### config.mk
export PLATFORM = sky130hd
export DESIGN_NAME = des_req_arbiter
export DESIGN_NICKNAME = d
export VERILOG_FILES = /design/src/rtl/des_req_arbiter.sv
export SDC_FILE = /design/constraint.sdc
export NUM_CORES = 1
export LEC_CHECK = 0
export ABC_AREA = 1
export ABC_CLOCK_PERIOD_IN_PS = 2000
export BUFFER_PORTS_ARGS = -buffer_cell sky130_fd_sc_hd__buf_2
export CELL_PAD_IN_SITES_DETAIL_PLACEMENT = 1
export CELL_PAD_IN_SITES_GLOBAL_PLACEMENT = 1
export CORE_AREA = 2 2 209 211
export CTS_BUF_LIST = sky130_fd_sc_hd__clkbuf_8
export CTS_CLUSTER_SIZE = 30
export DETAILED_ROUTE_END_ITERATION = 12
export DIE_AREA = 0 0 211 213
export GPL_ROUTABILITY_DRIVEN = 0
export GPL_TIMING_DRIVEN = 0
export PLACE_DENSITY = 0.71
export SLEW_MARGIN = 40
export SYNTH_ARGS = -nofsm -noshare
export SYNTH_HDL_FRONTEND = slang
export SYNTH_SLANG_ARGS = --single-unit
### constraint.sdc
create_clock -name i_Clk -period 2 [get_ports i_Clk]
set_input_delay 0.4 -clock i_Clk [delete_from_list [all_inputs] [get_ports i_Clk]]
set_output_delay 0.4 -clock i_Clk [all_outputs]
set_load 0.1 [all_outputs]
### src/rtl/des_req_arbiter.sv
// des_req_arbiter: round-robin sharing of one DES core between two requesters,
// with operand latching, start sequencing and a per-operation timeout watchdog.
module des_req_arbiter #(
   parameter int TIMEOUT_CYC = 64,
   parameter int CNT_W       = 7
) (
   input  logic        i_Clk,
   input  logic        i_Rst,
   input  logic        i_Req0,
   input  logic        i_Dec0,
   input  logic [63:0] i_Key0,
   input  logic [63:0] i_Text0,
   input  logic        i_Req1,
   input  logic        i_Dec1,
   input  logic [63:0] i_Key1,
   input  logic [63:0] i_Text1,
   output logic        o_Gnt0,
   output logic        o_Gnt1,
   output logic        o_Done0,
   output logic        o_Done1,
   output logic        o_Err0,
   output logic        o_Err1,
   output logic [63:0] o_Data,
   output logic        o_Busy,
   output logic        o_Owner,
   output logic        o_DES_fStart,
   output logic        o_DES_fDec,
   output logic [63:0] o_DES_Key,
   output logic [63:0] o_DES_Text,
   input  logic        i_DES_fDone,
   input  logic [63:0] i_DES_Data
);
   typedef enum logic [1:0] {S_IDLE, S_START, S_WAIT, S_RESP} state_t;
   // Last WAIT count: the response then lands exactly TIMEOUT_CYC cycles after fStart
   localparam logic [CNT_W-1:0] LP_LAST = CNT_W'(TIMEOUT_CYC - 2);
   state_t           r_state, w_next;
   logic [CNT_W-1:0] r_cnt;
   logic             r_rr;
   logic             w_go, w_sel, w_fin;
   always_comb begin
      w_go   = r_state == S_IDLE && (i_Req0 || i_Req1);
      w_sel  = (i_Req0 && i_Req1) ? r_rr : i_Req1;
      w_fin  = r_state == S_WAIT && (i_DES_fDone || r_cnt == LP_LAST);
      w_next = r_state;
      case (r_state)
         S_IDLE:  w_next = w_go ? S_START : S_IDLE;
         S_START: w_next = S_WAIT;
         S_WAIT:  w_next = w_fin ? S_RESP : S_WAIT;
         default: w_next = S_IDLE;
      endcase
   end
   always_ff @(posedge i_Clk) begin
      if (i_Rst) begin
         r_state      <= S_IDLE;
         r_cnt        <= '0;
         r_rr         <= 1'b0;
         o_Gnt0       <= 1'b0;
         o_Gnt1       <= 1'b0;
         o_Done0      <= 1'b0;
         o_Done1      <= 1'b0;
         o_Err0       <= 1'b0;
         o_Err1       <= 1'b0;
         o_Data       <= '0;
         o_Busy       <= 1'b0;
         o_Owner      <= 1'b0;
         o_DES_fStart <= 1'b0;
         o_DES_fDec   <= 1'b0;
         o_DES_Key    <= '0;
         o_DES_Text   <= '0;
      end else begin
         r_state      <= w_next;
         o_Busy       <= w_next != S_IDLE;
         o_Gnt0       <= w_go && !w_sel;
         o_Gnt1       <= w_go && w_sel;
         o_DES_fStart <= w_go;
         if (w_go) begin
            o_Owner    <= w_sel;
            o_DES_fDec <= w_sel ? i_Dec1 : i_Dec0;
            o_DES_Key  <= w_sel ? i_Key1 : i_Key0;
            o_DES_Text <= w_sel ? i_Text1 : i_Text0;
         end
         r_cnt <= r_state == S_WAIT ? r_cnt + 1'b1 : '0;
         // A done arriving in the timeout cycle still wins
         if (w_fin)
            o_Data <= i_DES_fDone ? i_DES_Data : '0;
         o_Done0 <= w_fin && !o_Owner;
         o_Done1 <= w_fin && o_Owner;
         o_Err0  <= w_fin && !i_DES_fDone && !o_Owner;
         o_Err1  <= w_fin && !i_DES_fDone && o_Owner;
         if (r_state == S_RESP)
            r_rr <= !o_Owner;
      end
   end
endmodule

Word-level counts from Yosys, hierarchy flattened. Index checks and enable logic that the tools add are counted.

Output and inout port bits: 202. Bits of input ports: 327. Bits in registers: 212.

Equality and inequality tests: 4. Bitwise operators: 1. Reductions and logical operators: 18. Muxes and demuxes: 8. Add/sub/neg operators: 1.

Operator list (number): $mux W64 (3); $logic_and A1 B1 Y1 (10); $add A7 B1 Y7 const B (1); $eq A7 B6 Y1 const B (1); $pmux W2 S3 (1); $eq A2 B2 Y1 const B (2); $mux W1 (4); $logic_not A1 Y1 (3); $eq A2 B1 Y1 const B (1); $logic_not A2 Y1 (1); $logic_or A1 B1 Y1 (2); $reduce_bool A2 Y1 (1); $reduce_or A2 Y1 (1); $not A1 Y1 (1).

Logic depth before layout (Yosys ltp). Gate-level depths: netlist (run 1).

Depth in word-level cells: 6. Depth in mapped cells: 11. Depth with buffers taken out: 10.

Worst setup path before layout (run 1). Ideal clock, no wire load.

Path type: register to register. Start: register r_cnt[0]. End: register o_Data[0]. Stages on the path, launching flop included: 12. Period minus slack after synthesis: 1476 ps. Path slack: 524 ps. Arrival: 1405 ps. Required time: 1930 ps. Cell sequence: dfxtp_1 -> inv_1 -> ha_1 -> inv_1 -> nor2_1 -> nand2_1 -> nand2_1 -> nand2_1 -> buf_2 -> buf_2 -> nand2_1 -> a21oi_1.

Word-level cells in the longest chain between the ends: 3.

RTL lines: from (decl) (RTL line 37) `logic [CNT_W-1:0] r_cnt;`; from (signal assigned) (RTL line 82) `r_cnt <= r_state == S_WAIT ? r_cnt + 1'b1 : '0;`; $eq A7 B6 Y1 (RTL line 43) `w_fin = r_state == S_WAIT && (i_DES_fDone || r_cnt == LP_LAST);`; $logic_or A1 B1 Y1 (RTL line 43); $logic_and A1 B1 Y1 (RTL line 43); to (signal assigned) (RTL line 85) `o_Data <= i_DES_fDone ? i_DES_Data : '0;`; to (decl) (RTL line 23) `output logic [63:0] o_Data,`.

No other way between the ends. A chain may end at the register's enable or synchronous reset.

Worst setup path after layout (run 1).
Start: register o_DES_Text[60]. End: output o_DES_Text[60].

RTL lines: from (decl) (RTL line 29) `output logic [63:0] o_DES_Text,`; from (signal assigned) (RTL line 80) `o_DES_Text <= w_sel ? i_Text1 : i_Text0;`.

No word-level cell between the ends.

==> results of run 1 <==
power groups by stage:
stage / sequential, W / combinational [W] / clock (W)
2_1_floorplan: 0.00895 / 0.00143 / 0
3_3_place_gp: 0.00518 / 0.00680 / 0
3_5_place_dp: 0.00519 / 0.00686 / 0
4_1_cts: 0.00512 / 0.00706 / 0.00430
5_1_grt: 0.00519 / 0.00749 / 0.00447
6_report: 0.00515 / 0.00710 / 0.00412
final timing paths:
kind	end	slack, ns	cells after the start
setup / recovery	o_DES_Text[60]	0.05	1
hold reg to reg	o_Data[17]	0.46	2
hold / removal	o_Data[43]	0.07	3
setup reg to reg	o_DES_Text[1]	0.14	9
metrics by stage:
| step | hold slack, ns | cell area (um2) | power [W] |
|---|---|---|---|
| 6_report | 0.0673 | 13800 | 0.0164 |
| 5_1_grt | 0.0386 | 13800 | 0.0171 |
| 3_5_place_dp | 0.453 | 11900 | 0.0121 |
| 2_1_floorplan | 0.430 | 8550 | 0.0104 |
| 3_3_place_gp | 0.443 | 11900 | 0.0120 |
| 4_1_cts | 0.00183 | 13700 | 0.0165 |
cell usage in the layout, fill, tap and decap left out, types with 2 or more instances in the layout:
cell	count
inv_1	103
dfxtp_1	212
dlygate4sd3_1	108
buf_4	11
buf_2	548
clkinv_2	4
clkbuf_2	5
nor2_4	2
a21oi_1	69
diode_2	4
clkinvlp_4	2
nand4_1	2
nand2_1	501
inv_2	3
buf_6	2
ha_1	4
nor2_1	140
o21ai_0	4
nor3_1	3
clkbuf_4	5
clkbuf_1	36
nor2_2	2
nand3_1	146
clkbuf_8	47
routing by layer:
layer  wire [um]  share of wire (%)  vias up
met5           0                  0        -
met4        2250                5.1        0
met3        3410                7.7      118
met2       22000                 50      488
met1       16500                 37     5111
li1            -                  -     5248
cells by family after synthesis:
family                     after synthesis  share of synthesized area [%]
AOI/OAI and AO/OA                       74                           4.37
xor gates and xnor gates                 1                          0.102
adders and majority gates                5                          0.732
buffers and inverters                  164                           7.74
DFF                                    212                           49.6
and+or+nand+nor                        797                           37.4
flip-flops by register name, summed over array words and instances, names as in the netlist, 2 cells and up:
signal	cells
o_DES_Key	64
o_DES_Text	64
o_Data	64
r_cnt	7
r_state	2
what timing repair did:
action,4_1_cts,5_1_grt
endpoints found under the hold margin,58,0
pin swaps,1,1
hold buffers,108,0
setup buffers,2,2
cloned,0,1
endpoints found under the setup margin,86,100
resized for setup,7,17
final cells by class:
class	count	area (um2)	area share, %
Buffer	75	365	2.64
Antenna cell	4	10.0	0.0724
Clock inverter	24	108	0.779
Sequential cell	212	4240	30.7
Tap cell	546	683	4.94
Inverter	89	334	2.42
Clock buffer	47	647	4.68
Multi-Input combinational cell	877	3660	26.5
Timing Repair Buffer	641	3760	27.2
==> results.yml, run 1 <==
outcome:
  status: "finished clean"
synthesis:
  yosysMostFrequentCell: "nand2_1"
  yosysSeqAreaShare_pct: 49.6
  synth_common_cells: "501 x nand2_1, 212 x dfxtp_1, 146 x nand3_1"
  synth_async_sr_flop_share_pct: 0
  yosysUniqueCellTypes: 20
  synth_edf_count: 0
  yosys_warnings: 0
  synth_nets: 1585
  avgSynthCellArea_um2: 6.83
  yosysTopAreaCellShare_pct: 49.6
  synth_seq_cells: 212
  yosysTopAreaCell: "dfxtp_1"
  ys.flop_type: "dfxtp_1"
  synth_cells: 1253
  syn_area_um2: 8550
  yosys-top-cells-area: "dfxtp_1 50%, nand2_1 22%, nand3_1 8.5%"
critical_path:
  cp-start-kind: "register"
  cp.arrival_ns: 1.55
  cpLargestDelayFamily: "buffers and inverters"
  worstSetupPathType: "reg2out"
  slowest_stage: "buf_2"
  crit_buf_inv: 1
  startpoint: "o_DES_Text[60]"
  slowest_delay_ns: 0.49
  cp-end-kind: "output port"
  crit_chain: "buf_2"
  crit_path_max_fanout: 2
  cp.required_ns: 1.60
  r2r-start: "r_state[0]"
global_route:
  first_global_vias: 11800
  antenna_found_initial: 3
  use_met1_pct: 19.4
  met2_usage_pct: 34.5
  met3_usage_pct: 5.47
  grt_overflow: 0
  grt_first_pass_wirelength_um: 65400
  busiest_layer: "met2"
  grt_max_degree: 12
  gr-usage-all-layers_pct: 19.0
power_and_ir_drop:
  powerDensity_nw_per_um2: 1180
  p_sw_w: 0.00808
  p_sw_share_pct: 49.4
  peakVddDrop_uv: 745
  pwr-share-seq_pct: 31.4
  combPwrFrac_pct: 43.4
  leakage_nw: 7.36
  cellInternalPower_w: 0.00828
  power_frac_clock_pct: 25.2
clocking:
  path_clk_slew_ns: 0.06
  insertion_delay_ns: 0.58
  cts_tree: "yes"
  numClockSinks: 212
  cts_buffer_depth: 3
  htreeDepth: 2
  clockRootBuffer: "clkbuf_8"
  cts_buffers: 42
sta:
  finalMaxSlewViolations: 0
  fin_crit_sh_pct: 97.7
  tightest_slew_ns: 0.731
  skew_ns: 0.0239
  fin_ws_ns: 0.0462
  max_slew_margin_pct: 51.3
  min_period_ns: 1.95
  setup_tns_ns: 0
  setup_viol: 0
  fmax_ghz: 0.512
  rsz0062_at_grt: "no"
  finalHoldViolCount: 0
route:
  routed_via_density: 4.36
  drt-total-wl_um: 44200
  wl_per_cell_um: 17.6
  antenna_left: 0
  first_pass_iters: 4
  via_count: 11000
  drt_first_iter_violations: 410
  remaining_drc_errors: 0
final_layout:
  drive_gt1_share_pct: 32.3
  layoutNonFillerInstCount: 2515
  syn2layout_area_growth_pct: 61.6
  final_nets: 2270
  fin_util_pct: 32.4
  fill_cells: 5443
floorplanning:
  num_rows: 76
  fp.dieW_um: 211
  core_um2: 42700
  start_util_pct: 20.0
  die_height_um: 213
  dieArea_um2: 44900
  ioPinCount: 529
flow_run:
  drv_cap: 0
hold_path:
  hold_path_startpoint: "i_DES_Data[43]"
  hold_path_class: "in2reg"
placed_design:
  dp.cells: 2326
  port-buffer-count: 527
  place_ws_ns: -0.410
  hpwl_um: 31900
Note: power is estimated with default switching activity, not from simulation.
==> run 2: changes to the inputs <==
- CELL_PAD_IN_SITES_DETAIL_PLACEMENT: 1 -> 2
- CELL_PAD_IN_SITES_GLOBAL_PLACEMENT: 1 -> 2
- CORE_AREA: 2 2 209 211 -> 2 2 207 209
- DIE_AREA: 0 0 211 213 -> 0 0 209 211
- PLACE_DENSITY: 0.71 -> 0.89
==> results.yml, run 2 (synthesis results as in run 1) <==
outcome:
  status: "finished clean"
power_and_ir_drop:
  combPwrFrac_pct: 42.5
  p_sw_share_pct: 48.8
  total_power_w: 0.0170
  powerDensity_nw_per_um2: 1240
  p_sw_w: 0.00828
  peakVddDrop_uv: 597
  pwr-share-seq_pct: 30.5
  power_frac_clock_pct: 27.0
  leakage_nw: 7.30
  cellInternalPower_w: 0.00868
flow_run:
  drv_cap: 0
route:
  wl_per_cell_um: 20.1
  wl_met1_um: 18700
  routed_via_density: 4.46
  drt_first_iter_violations: 296
  drt-total-wl_um: 49900
  met2WireLength_um: 25200
  dr_wl_met3_um: 3580
  via_count: 11100
  first_pass_iters: 4
  remaining_drc_errors: 0
  top_layer: "met4"
  antenna_left: 0
global_route:
  antenna_found_initial: 9
  grt_max_degree: 11
  first_global_vias: 12700
  grt_first_pass_wirelength_um: 74300
  grt_overflow: 0
  gr-usage-all-layers_pct: 22.0
clocking:
  insertion_delay_ns: 0.56
  cts_buffer_depth: 3
  htreeDepth: 2
  path_clk_slew_ns: 0.07
  cts_tree: "yes"
  numClockSinks: 212
  cts_buffers: 42
  clockRootBuffer: "clkbuf_8"
critical_path:
  cp-start-kind: "register"
  worstRegToRegCells: 9
  slowest_stage: "buf_2"
  crit_chain: "buf_2"
  cpLargestDelayFamily: "buffers and inverters"
  cp-end-kind: "output port"
  cp.arrival_ns: 1.54
  worstSetupPathType: "reg2out"
  crit_buf_inv: 1
  slowest_delay_ns: 0.49
  crit_path_max_fanout: 2
  cp_num_cells: 1
  cp.required_ns: 1.60
hold_path:
  hold_depth: 3
  hold_path_class: "in2reg"
floorplanning:
  core_um2: 41800
  fp.dieW_um: 209
  num_rows: 75
  start_util_pct: 20.5
  die_height_um: 211
  ioPinCount: 529
  dieArea_um2: 44100
final_layout:
  final_nets: 2244
  drive_gt1_share_pct: 33.0
  layout_commonest_cell: "buf_2"
  syn2layout_area_growth_pct: 59.9
  reg_top3: "o_DES_Key: 64 flops, o_DES_Text: 64 flops, o_Data: 64 flops"
  fill_cells: 4989
  layout_common_cells: "543 x buf_2, 501 x nand2_1, 212 x dfxtp_1, 146 x nand3_1, 140 x nor2_1"
  fin_area_um2: 13700
sta:
  skew_ns: 0.0165
  rsz0062_at_grt: "yes"
  fmax_ghz: 0.515
  min_period_ns: 1.94
  finalMaxSlewViolations: 0
  setup_viol: 0
  finalHoldViolCount: 0
  tightest_slew_ns: 0.748
  max_slew_margin_pct: 50.2
  fin_crit_sh_pct: 97.0
placed_design:
  hpwl_um: 35100
  postPlaceCellArea_um2: 11900
  port-buffer-count: 527
run 2: cell count changes in the layout (fill, tap and decap cells not counted), moves of 3 or more:
cell           delta
dlygate4sd3_1    -22
diode_2           +4
bufinv_16         +3
buf_2             -5
clkbuf_1          -7
clkbuf_2          +6
inv_1             -4
clkinv_2          +3
buf_4             +3
run 2: cell type report:
type,count,area (um2),share of cell area [%]
Antenna cell,8,20.0,0.146
Buffer,75,383,2.80
Clock inverter,24,181,1.33
Inverter,89,334,2.44
Multi-Input combinational cell,877,3670,26.8
Clock buffer,48,661,4.83
Tap cell,539,674,4.93
Timing Repair Buffer,615,3510,25.7
Sequential cell,212,4240,31.0
run 2: power groups by stage:
stage / clock [W] / combinational, W / sequential (W)
after detailed placement: 0 / 0.00695 / 0.00520
after CTS: 0.00475 / 0.00718 / 0.00512
after floorplan: 0 / 0.00143 / 0.00895
after global routing: 0.00496 / 0.00757 / 0.00521
after global placement: 0 / 0.00681 / 0.00517
final: 0.00458 / 0.00721 / 0.00517
run 2: routing by layer:
metal | track usage, % | vias to the layer above
met5 | 0 | -
met4 | 12.3 | 0
met1 | 22.7 | 5320
met2 | 40.0 | 462
met3 | 6.13 | 122
li1 | - | 5196
run 2: worst paths after layout:
kind,startpoint,end,slack [ns]
max,o_DES_Text[62],o_DES_Text[62],0.06
min,i_Text1[54],o_DES_Text[54],0.07
max reg2reg,r_state[0],o_DES_Key[1],0.09
min reg2reg,o_Data[54],o_Data[54],0.46
run 2: through the flow:
stage	util, %	cells	hold WS [ns]	setup TNS, ns	worst slack [ns]
floorplan	-	1253	0.430	0	0.524
global placement	28.4	2319	0.444	-26.62	-0.316
detailed placement	28.4	2319	0.456	-19.16	-0.413
CTS	32.6	2478	0.000474	0	0.00375
global route	32.7	2486	0.0201	-0.0921	-0.0293
finish	32.8	2487	0.0700	0	0.0590
run 2: what timing repair did:
item | 4_1_cts | 5_1_grt
resized for setup | 20 | 14
hold buffers | 86 | 0
setup buffers | 1 | 1
pin swaps | 1 | 0
gates cloned | 0 | 0
endpoints found under the setup margin | 104 | 137
hold endpoints to repair | 54 | 0
==> run 3: changes to the inputs <==
- ABC_CLOCK_PERIOD_IN_PS: 2000 -> 1700
- CORE_AREA: 2 2 207 209 -> default
- CORE_ASPECT_RATIO: default -> 0.6
- CORE_UTILIZATION: default -> 19
- DIE_AREA: 0 0 209 211 -> default
- PLACE_DENSITY: 0.89 -> 0.87
- clock period: 2 -> 1.7 ns (I/O delays scaled with it)
==> results.yml, run 3 (synthesis results as in run 1) <==
outcome:
  status: "finished clean"
sta:
  fmax_ghz: 0.597
  fin_crit_sh_pct: 98.6
  finalHoldViolCount: 0
  setup_viol: 0
  rsz0062_at_grt: "yes"
  min_period_ns: 1.68
  finalMaxSlewViolations: 0
  skew_ns: 0.0431
  max_slew_margin_pct: 48.3
  fin_ws_ns: 0.0242
  tightest_slew_ns: 0.775
final_layout:
  layout_commonest_cell: "nand2_1"
  fin_area_um2: 15500
  drive_gt1_share_pct: 34.6
  syn2layout_area_growth_pct: 80.7
  fill_cells: 5100
  final_nets: 2327
  fin_util_pct: 35.2
  reg_top3: "o_DES_Key: 64 flops, o_DES_Text: 64 flops, o_Data: 64 flops"
  layout_common_cells: "482 x nand2_1, 338 x buf_2, 211 x buf_4, 208 x dfxtp_1, 162 x dlygate4sd3_1"
  layoutNonFillerInstCount: 2618
critical_path:
  cp.required_ns: 1.36
  cpLargestDelayFamily: "flip-flops"
  cp-end-kind: "output port"
  crit_chain: "buf_4"
  crit_buf_inv: 1
  slowest_stage: "dfxtp_1"
  cp-start-kind: "register"
  crit_path_max_fanout: 2
  slowest_delay_ns: 0.43
  worstSetupPathType: "reg2out"
  cp.arrival_ns: 1.34
route:
  dr_wl_met3_um: 2930
  wl_met1_um: 22100
  via_count: 11700
  remaining_drc_errors: 0
  met2WireLength_um: 29900
  antenna_left: 0
  routed_via_density: 4.46
  top_layer: "met4"
  first_pass_iters: 4
  drt-total-wl_um: 57500
  drt_first_iter_violations: 420
  wl_per_cell_um: 22.0
floorplanning:
  num_rows: 59
  ioPinCount: 529
  core_um2: 43800
  fp.dieW_um: 276
  dieArea_um2: 45900
  start_util_pct: 19.5
  die_height_um: 166
global_route:
  first_global_vias: 13800
  antenna_found_initial: 16
  grt_max_degree: 18
  grt_first_pass_wirelength_um: 83200
  grt_overflow: 0
  gr-usage-all-layers_pct: 24.0
power_and_ir_drop:
  leakage_nw: 7.89
  powerDensity_nw_per_um2: 1350
  total_power_w: 0.0209
  peakVddDrop_uv: 529
clocking:
  htreeDepth: 2
  cts_buffers: 39
  numClockSinks: 212
  cts_buffer_depth: 3
  insertion_delay_ns: 0.58
  path_clk_slew_ns: 0.08
  cts_tree: "yes"
  clockRootBuffer: "clkbuf_8"
placed_design:
  port-buffer-count: 527
  place_ws_ns: -0.740
  postPlaceCellArea_um2: 11900
  hpwl_um: 36100
  dp.cells: 2359
flow_run:
  drv_cap: 0
hold_path:
  hold_path_class: "in2reg"
-- run 3: worst paths after layout --
check | start | to | slack (ns) | depth (start not counted)
max | o_DES_Key[15] | o_DES_Key[15] | 0.02 | 1
min | i_DES_Data[47] | o_Data[47] | 0.03 | 3
max reg2reg | r_state[0] | o_DES_Text[56] | 0.06 | 10
min reg2reg | r_cnt[0] | r_cnt[0] | 0.43 | 1
-- run 3: layout make-up --
| class | count | area [um2] | share of cell area [%] |
|---|---|---|---|
| inverters | 89 | 337 | 2.18 |
| clock inverters | 23 | 126 | 0.818 |
| repair buffers | 702 | 4920 | 31.8 |
| flip-flops and latches | 212 | 4250 | 27.5 |
| multi-input cells | 877 | 3830 | 24.8 |
| well taps | 579 | 724 | 4.69 |
| clock buffers | 47 | 647 | 4.19 |
| diodes | 15 | 37.5 | 0.243 |
| plain buffers | 74 | 587 | 3.80 |
-- run 3: power breakdown --
group,internal (W),switching (W),leakage (nW)
sequential,0.00563,0.000460,1.74
combinational,0.00236,0.00728,5.69
clock,0.00266,0.00251,0.457
-- run 3: metrics by stage --
step	TNS [ns]	hold WS, ns
6_report	0	0.0298
5_1_grt	-0.130	0.00909
4_1_cts	-0.0114	0.00143
3_5_place_dp	-74.34	0.449
3_3_place_gp	-77.88	0.442
2_1_floorplan	0	0.430
-- run 3: metal layers --
metal / vias up / track usage (%)
met1: 5756 / 25.9
li1: 5375 / -
met5: - / 0
met4: 0 / 11.7
met2: 402 / 43.9
met3: 153 / 5.23
-- run 3: timing repair --
action | in CTS | in global routing
setup buffers | 8 | 6
resized for setup | 265 | 105
setup endpoints to repair | 389 | 192
hold endpoints to repair | 102 | 3
hold buffers | 159 | 3
pin swaps | 4 | 4
